File: src/rtl/instr_tx_serializer.sv
// FIFO-buffered serializer for {ain,bin,func} instruction words, MSB first.
// Define INSTR_TX_PARITY_EN to append an even-parity bit (11-bit frames).
module instr_tx_serializer #(
  parameter int DEPTH = 4,
  parameter int GAP   = 0
) (
  input  logic                   clk,
  input  logic                   rst,
  input  logic                   in_valid,
  output logic                   in_ready,
  input  logic [3:0]             in_ain,
  input  logic [3:0]             in_bin,
  input  logic [1:0]             in_func,
  input  logic                   tx_ready,
  output logic                   tx_valid,
  output logic                   tx_bit,
  output logic                   tx_sof,
  output logic                   tx_eof,
  output logic [$clog2(DEPTH):0] level,
  output logic                   busy
);

  localparam int AW = $clog2(DEPTH);
`ifdef INSTR_TX_PARITY_EN
  localparam int FW = 11;
`else
  localparam int FW = 10;
`endif

  localparam logic [1:0] S_IDLE  = 2'd0;
  localparam logic [1:0] S_SHIFT = 2'd1;
  localparam logic [1:0] S_GAP   = 2'd2;

  logic [9:0]    mem_q [DEPTH];
  logic [AW-1:0] wr_ptr_q, wr_ptr_d;
  logic [AW-1:0] rd_ptr_q, rd_ptr_d;
  logic [AW:0]   level_q, level_d;
  logic [1:0]    state_q, state_d;
  logic [FW-1:0] shreg_q, shreg_d;
  logic [3:0]    bitcnt_q, bitcnt_d;
  logic [3:0]    gapcnt_q, gapcnt_d;

  logic          push, pop, full, empty, last_bit, in_shift;
  logic [9:0]    head;
  logic [FW-1:0] head_frame;

  assign full     = (level_q == (AW+1)'(DEPTH));
  assign empty    = (level_q == '0);
  assign in_ready = ~rst & ~full;
  assign push     = in_valid & in_ready;
  assign head     = mem_q[rd_ptr_q];
  assign last_bit = (bitcnt_q == 4'(FW - 1));

`ifdef INSTR_TX_PARITY_EN
  assign head_frame = {head, ^head};
`else
  assign head_frame = head;
`endif

  always_comb begin
    state_d  = state_q;
    shreg_d  = shreg_q;
    bitcnt_d = bitcnt_q;
    gapcnt_d = gapcnt_q;
    pop      = 1'b0;
    case (state_q)
      S_IDLE: begin
        if (!empty) begin
          pop      = 1'b1;
          shreg_d  = head_frame;
          bitcnt_d = '0;
          state_d  = S_SHIFT;
        end
      end
      S_SHIFT: begin
        if (tx_ready) begin
          shreg_d  = {shreg_q[FW-2:0], 1'b0};
          bitcnt_d = bitcnt_q + 4'd1;
          if (last_bit) begin
            if (GAP > 0) begin
              state_d  = S_GAP;
              gapcnt_d = 4'(GAP);
            end else if (!empty) begin
              pop      = 1'b1;
              shreg_d  = head_frame;
              bitcnt_d = '0;
            end else begin
              state_d = S_IDLE;
            end
          end
        end
      end
      S_GAP: begin
        gapcnt_d = gapcnt_q - 4'd1;
        // Final gap cycle also does the IDLE pop, so exactly GAP dead cycles separate frames.
        if (gapcnt_q <= 4'd1) begin
          if (!empty) begin
            pop      = 1'b1;
            shreg_d  = head_frame;
            bitcnt_d = '0;
            state_d  = S_SHIFT;
          end else begin
            state_d = S_IDLE;
          end
        end
      end
      default: state_d = S_IDLE;
    endcase
  end

  always_comb begin
    wr_ptr_d = push ? wr_ptr_q + AW'(1) : wr_ptr_q;
    rd_ptr_d = pop  ? rd_ptr_q + AW'(1) : rd_ptr_q;
    level_d  = level_q;
    case ({push, pop})
      2'b10:   level_d = level_q + (AW+1)'(1);
      2'b01:   level_d = level_q - (AW+1)'(1);
      default: level_d = level_q;
    endcase
  end

  always_ff @(posedge clk) begin
    if (push) mem_q[wr_ptr_q] <= {in_ain, in_bin, in_func};
  end

  always_ff @(posedge clk or posedge rst) begin
    if (rst) begin
      wr_ptr_q <= '0;
      rd_ptr_q <= '0;
      level_q  <= '0;
      state_q  <= S_IDLE;
      shreg_q  <= '0;
      bitcnt_q <= '0;
      gapcnt_q <= '0;
    end else begin
      wr_ptr_q <= wr_ptr_d;
      rd_ptr_q <= rd_ptr_d;
      level_q  <= level_d;
      state_q  <= state_d;
      shreg_q  <= shreg_d;
      bitcnt_q <= bitcnt_d;
      gapcnt_q <= gapcnt_d;
    end
  end

  assign in_shift = (state_q == S_SHIFT);
  assign tx_valid = in_shift;
  assign tx_bit   = in_shift & shreg_q[FW-1];
  assign tx_sof   = in_shift & (bitcnt_q == '0);
  assign tx_eof   = in_shift & last_bit;
  assign level    = level_q;
  assign busy     = ~empty | (state_q != S_IDLE);

endmodule

File: config.mk
export PLATFORM = sky130hd
export DESIGN_NAME = instr_tx_serializer
export DESIGN_NICKNAME = d
export VERILOG_FILES = /design/src/rtl/instr_tx_serializer.sv
export SDC_FILE = /design/constraint.sdc
export NUM_CORES = 1
export LEC_CHECK = 0
export ABC_AREA = 1
export CAP_MARGIN = 15
export CORE_ASPECT_RATIO = 1.5
export CORE_MARGIN = 5
export CORE_UTILIZATION = 45
export CTS_BUF_LIST = sky130_fd_sc_hd__clkbuf_8
export DETAILED_ROUTE_END_ITERATION = 10
export PLACE_DENSITY_LB_ADDON = 0.2
export SYNTH_ARGS = -nofsm -noshare
export SYNTH_HDL_FRONTEND = slang
export SYNTH_SLANG_ARGS = --single-unit
File: constraint.sdc
create_clock -name clk -period 2.05 [get_ports clk]
set_clock_uncertainty 0.05 [all_clocks]
set_input_delay 0.205 -clock clk [delete_from_list [all_inputs] [get_ports clk]]
set_output_delay 0.205 -clock clk [all_outputs]
set_load 0.005 [all_outputs]
==> summary.log <==
INFO  clock_tree     cts.root.buffer_cell=sky130_fd_sc_hd__clkbuf_8
INFO  final_layout   fin_nets=357
INFO  clock_tree     clk-insertion-delay-late=0.34ns
INFO  synth          syn_area=2870um^2
INFO  die            design.portCount=23
INFO  worst_hold_path hold_path_class=in2async
INFO  worst_setup_path cp_data_required_time=2.23ns
INFO  final_layout   syn2layout_area_growth=21.9%
INFO  grt            maximum_number_of_pins_on_one_net_before_global_route_repair=23
INFO  final_layout   final_layout_size_suffix_gt1_frac=0.168
INFO  grt            first_pass_grt_wire_length=8310um
INFO  clock_tree     cts.sink_count=62
INFO  routing        detail_route.vias_per_cell=4.76
INFO  timing         layout_min_cycle_time=1.97ns
INFO  worst_setup_path critPathCaptureType=register
INFO  routing        avg_wl_per_cell=12.0um
INFO  die            fp.dieH=108um
INFO  die            fp.dieArea=8110um^2
INFO  die            row_count=35
INFO  clock_tree     cts_tree=yes
INFO  synth          postSynthAreaPerCell=9.80um^2
INFO  power_and_ir_drop swShare=0.356
INFO  power_and_ir_drop power_report.internal_total=0.00285W
INFO  timing         postLayoutSetupSlackWorst=0.0827ns
INFO  placed_design  buffer_ports.inserted=22
INFO  clock_tree     cts_buffer_depth=2
INFO  grt            antenna_violations_before_repair=0
INFO  worst_setup_path worst_setup_path_start_kind=register
INFO  synth          synth.top_cell.area_share=0.418
INFO  routing        drt_iter0_drc=84
INFO  routing        drt-total-wl=4960um
INFO  timing         finalHoldViolations=0
INFO  synth          ys_warn_count=0
INFO  clock_tree     postCtsHoldBufs=0
INFO  routing        detailroute.via_count=1965
INFO  final_layout   fin_util=0.567
INFO  synth          synthMostInstantiatedCell=sky130_fd_sc_hd__nand2_1
INFO  grt            groute.usage.overall=0.140
INFO  synth          synthCells=293
INFO  synth          number_of_storage_elements_in_the_synthesis_netlist=62
INFO  routing        count_of_nets_left_with_antenna_violations_after_detail_routing=0
INFO  placed_design  pre_cts_ws=-0.000000666ns
INFO  placed_design  dp_cells=393
INFO  synth          synth.distinct_cells=24
INFO  clock_tree     htree_num_levels=3
INFO  final_layout   filler_cells_inserted=546
INFO  job            max-cap-violations=0
INFO  grt            grt_pass1_vias=1831
INFO  die            initial_utilization=0.465
INFO  final_layout   sequential_cell_area=1750um^2
INFO  power_and_ir_drop combinationalPowerShare=0.342
INFO  synth          synth_area_leader_cell=sky130_fd_sc_hd__edfxtp_1
INFO  placed_design  dp.final_hpwl=3460um
INFO  clock_tree     clk_transition_reported_paths=0.07ns
INFO  power_and_ir_drop pwr_density_cell=1260nW/um^2
INFO  clock_tree     cts_inserted_buffers=9
INFO  power_and_ir_drop power_leakage=1.54nW
INFO  timing         fin_crit_sh=0.960
INFO  worst_setup_path ws_path_type=reg2reg
INFO  timing         worst_slew_margin_rel=0.568
INFO  timing         worst_slew_pin_slew=0.648ns
INFO  die            fp.coreArea=6170um^2
INFO  timing         timing_max_transition_violations_final=0
INFO  final_layout   final_cell_count_no_fill=413
INFO  timing         fmaxAchievable=508MHz
INFO  synth          netlist_top_cells_area=sky130_fd_sc_hd__edfxtp_1, sky130_fd_sc_hd__dfrtp_1, sky130_fd_sc_hd__nand2_1
INFO  synth          total_nets_after_synthesis=316
INFO  routing        drt_pre_antenna_iters=4
INFO  timing         rsz_0062_raised_after_global_routing=yes
INFO  power_and_ir_drop seqPwrFrac=0.413
INFO  outcome        status=complete, no violations
INFO  grt            grt-ovfl-total=0
INFO  power_and_ir_drop largest_voltage_drop_on_the_vdd_net=0.687mV
INFO  routing        drc_errors=0
INFO  power_and_ir_drop power.clock.fraction=0.245
INFO  worst_setup_path worstPathMaxFanout=3
INFO  die            die-width=75.2um
INFO  synth          number_of_enable_flip_flop_cells_after_synthesis=40
INFO  worst_setup_path critPathArrivalTime=2.14ns
INFO  timing         setup_violating_endpoint_count_in_the_final_report=0
INFO  power_and_ir_drop p_switching=0.00157W
INFO  final_layout   n_antenna_cell=0
INFO  synth          synth.top_cells.by_count=sky130_fd_sc_hd__nand2_1, sky130_fd_sc_hd__nor2_1, sky130_fd_sc_hd__edfxtp_1
INFO  synth          ys.flop_type=sky130_fd_sc_hd__edfxtp_1
INFO  final_layout   multi_input_comb_area=967um^2
INFO  placed_design  place.gp.congestion=0.796
INFO  synth          synth.yosys.seq_area_share=0.610
INFO  synth          post_synth_arst_share=0.355
-- stage by stage --
step / cell area, um^2 / total power, W / hold WS [ns] / setup TNS, ns
floorplan: 2910 / 0.00286 / 0.160 / -0.0552
finish: 3500 / 0.00442 / 0.226 / 0
global route: 3500 / 0.00477 / 0.279 / -0.0591
global placement: 3260 / 0.00330 / 0.436 / 0
detailed placement: 3260 / 0.00334 / 0.443 / 0
CTS: 3490 / 0.00447 / 0.225 / 0
-- registers in the layout, indices dropped and copies added, names as in the netlist --
register	cells
mem_q	40
level	3
state_q	1
bitcnt_q	4
wr_ptr_q	2
shreg_q	10
rd_ptr_q	2
-- area by class of cell --
class / count / area share
Sequential cell: 62 / 0.501
Multi-Input combinational cell: 187 / 0.276
Timing Repair Buffer: 40 / 0.101
Inverter: 34 / 0.0372
Clock buffer: 9 / 0.0354
Tap cell: 74 / 0.0265
Clock inverter: 7 / 0.0229
-- cells by family (layout without fill, tap and decap cells) --
family / Yosys count / count (layout) / share of synthesized area
compound gates: 28 / 28 / 0.0488
fa+ha+maj: 9 / 9 / 0.0418
flops: 62 / 62 / 0.610
xor+xnor: 4 / 4 / 0.0122
simple gates: 146 / 146 / 0.220
buf+inv: 44 / 90 / 0.0671
-- metal layers --
layer	track usage	wire length, um	vias to the layer above
met5	0	0	-
met4	0.0525	87	0
met3	0.0439	213	7
met2	0.236	2520	31
met1	0.161	2140	898
li1	-	-	1029
-- worst paths after layout --
kind,from,end,slack (ns),depth (start not counted)
hold reg to reg,shreg_q[0],shreg_q[0],0.46,2
setup / recovery,bitcnt_q[1],level[2],0.08,12
setup reg to reg,bitcnt_q[1],level[2],0.08,12
hold / removal,rst,level[1],0.23,3
max in group asynchronous,rst,bitcnt_q[3],1.50,3
min in group clk,in_bin[3],mem_q[1][5],0.44,1
-- repair_timing --
action / 4_1_cts / 5_1_grt
gates resized for setup: 1 / 2
hold endpoints to repair: 0 / 0
pin swaps: 0 / 6
endpoints found under the setup margin: 2 / 1
buffers inserted: 3 / 1
-- worst max-delay path, stage by stage, from the launching register on --
cell and delay [ns]:
sky130_fd_sc_hd__dfrtp_1 0.39, sky130_fd_sc_hd__inv_2 0.08, sky130_fd_sc_hd__ha_4 0.15, sky130_fd_sc_hd__nand2_4 0.06, sky130_fd_sc_hd__nor2_4 0.10, sky130_fd_sc_hd__nand3_2 0.07
sky130_fd_sc_hd__nand2_2 0.08, sky130_fd_sc_hd__ha_4 0.14, sky130_fd_sc_hd__inv_4 0.04, sky130_fd_sc_hd__fa_2 0.34, sky130_fd_sc_hd__a21oi_2 0.14, sky130_fd_sc_hd__o21ai_1 0.08
sky130_fd_sc_hd__xor2_1 0.14
-- cells in the final DEF, fill, tap and decap left out, drive strengths merged --
cell	Yosys	final
nor3	2	2
nor2	45	45
edfxtp	40	40
ha	8	8
dlygate4sd2	0	1
buf	7	18
a21oi	4	4
o21ai	24	24
nand4	1	1
nand2	80	80
xnor2	1	1
nand3	18	18
clkinvlp	0	2
clkdlybuf4s50	0	21
bufinv	0	1
inv	34	37
fa	1	1
dfrtp	22	22
xor2	3	3
clkbuf	3	9
clkinv	0	1
-- power groups by stage --
stage	clock network (W)	registers, W	logic (W)
floorplan	0	0.00179	0.00106
global placement	0	0.00185	0.00145
detailed placement	0	0.00186	0.00147
CTS	0.00111	0.00183	0.00153
global route	0.00116	0.00187	0.00174
finish	0.00108	0.00182	0.00151
(Power assumes the default switching activity.)
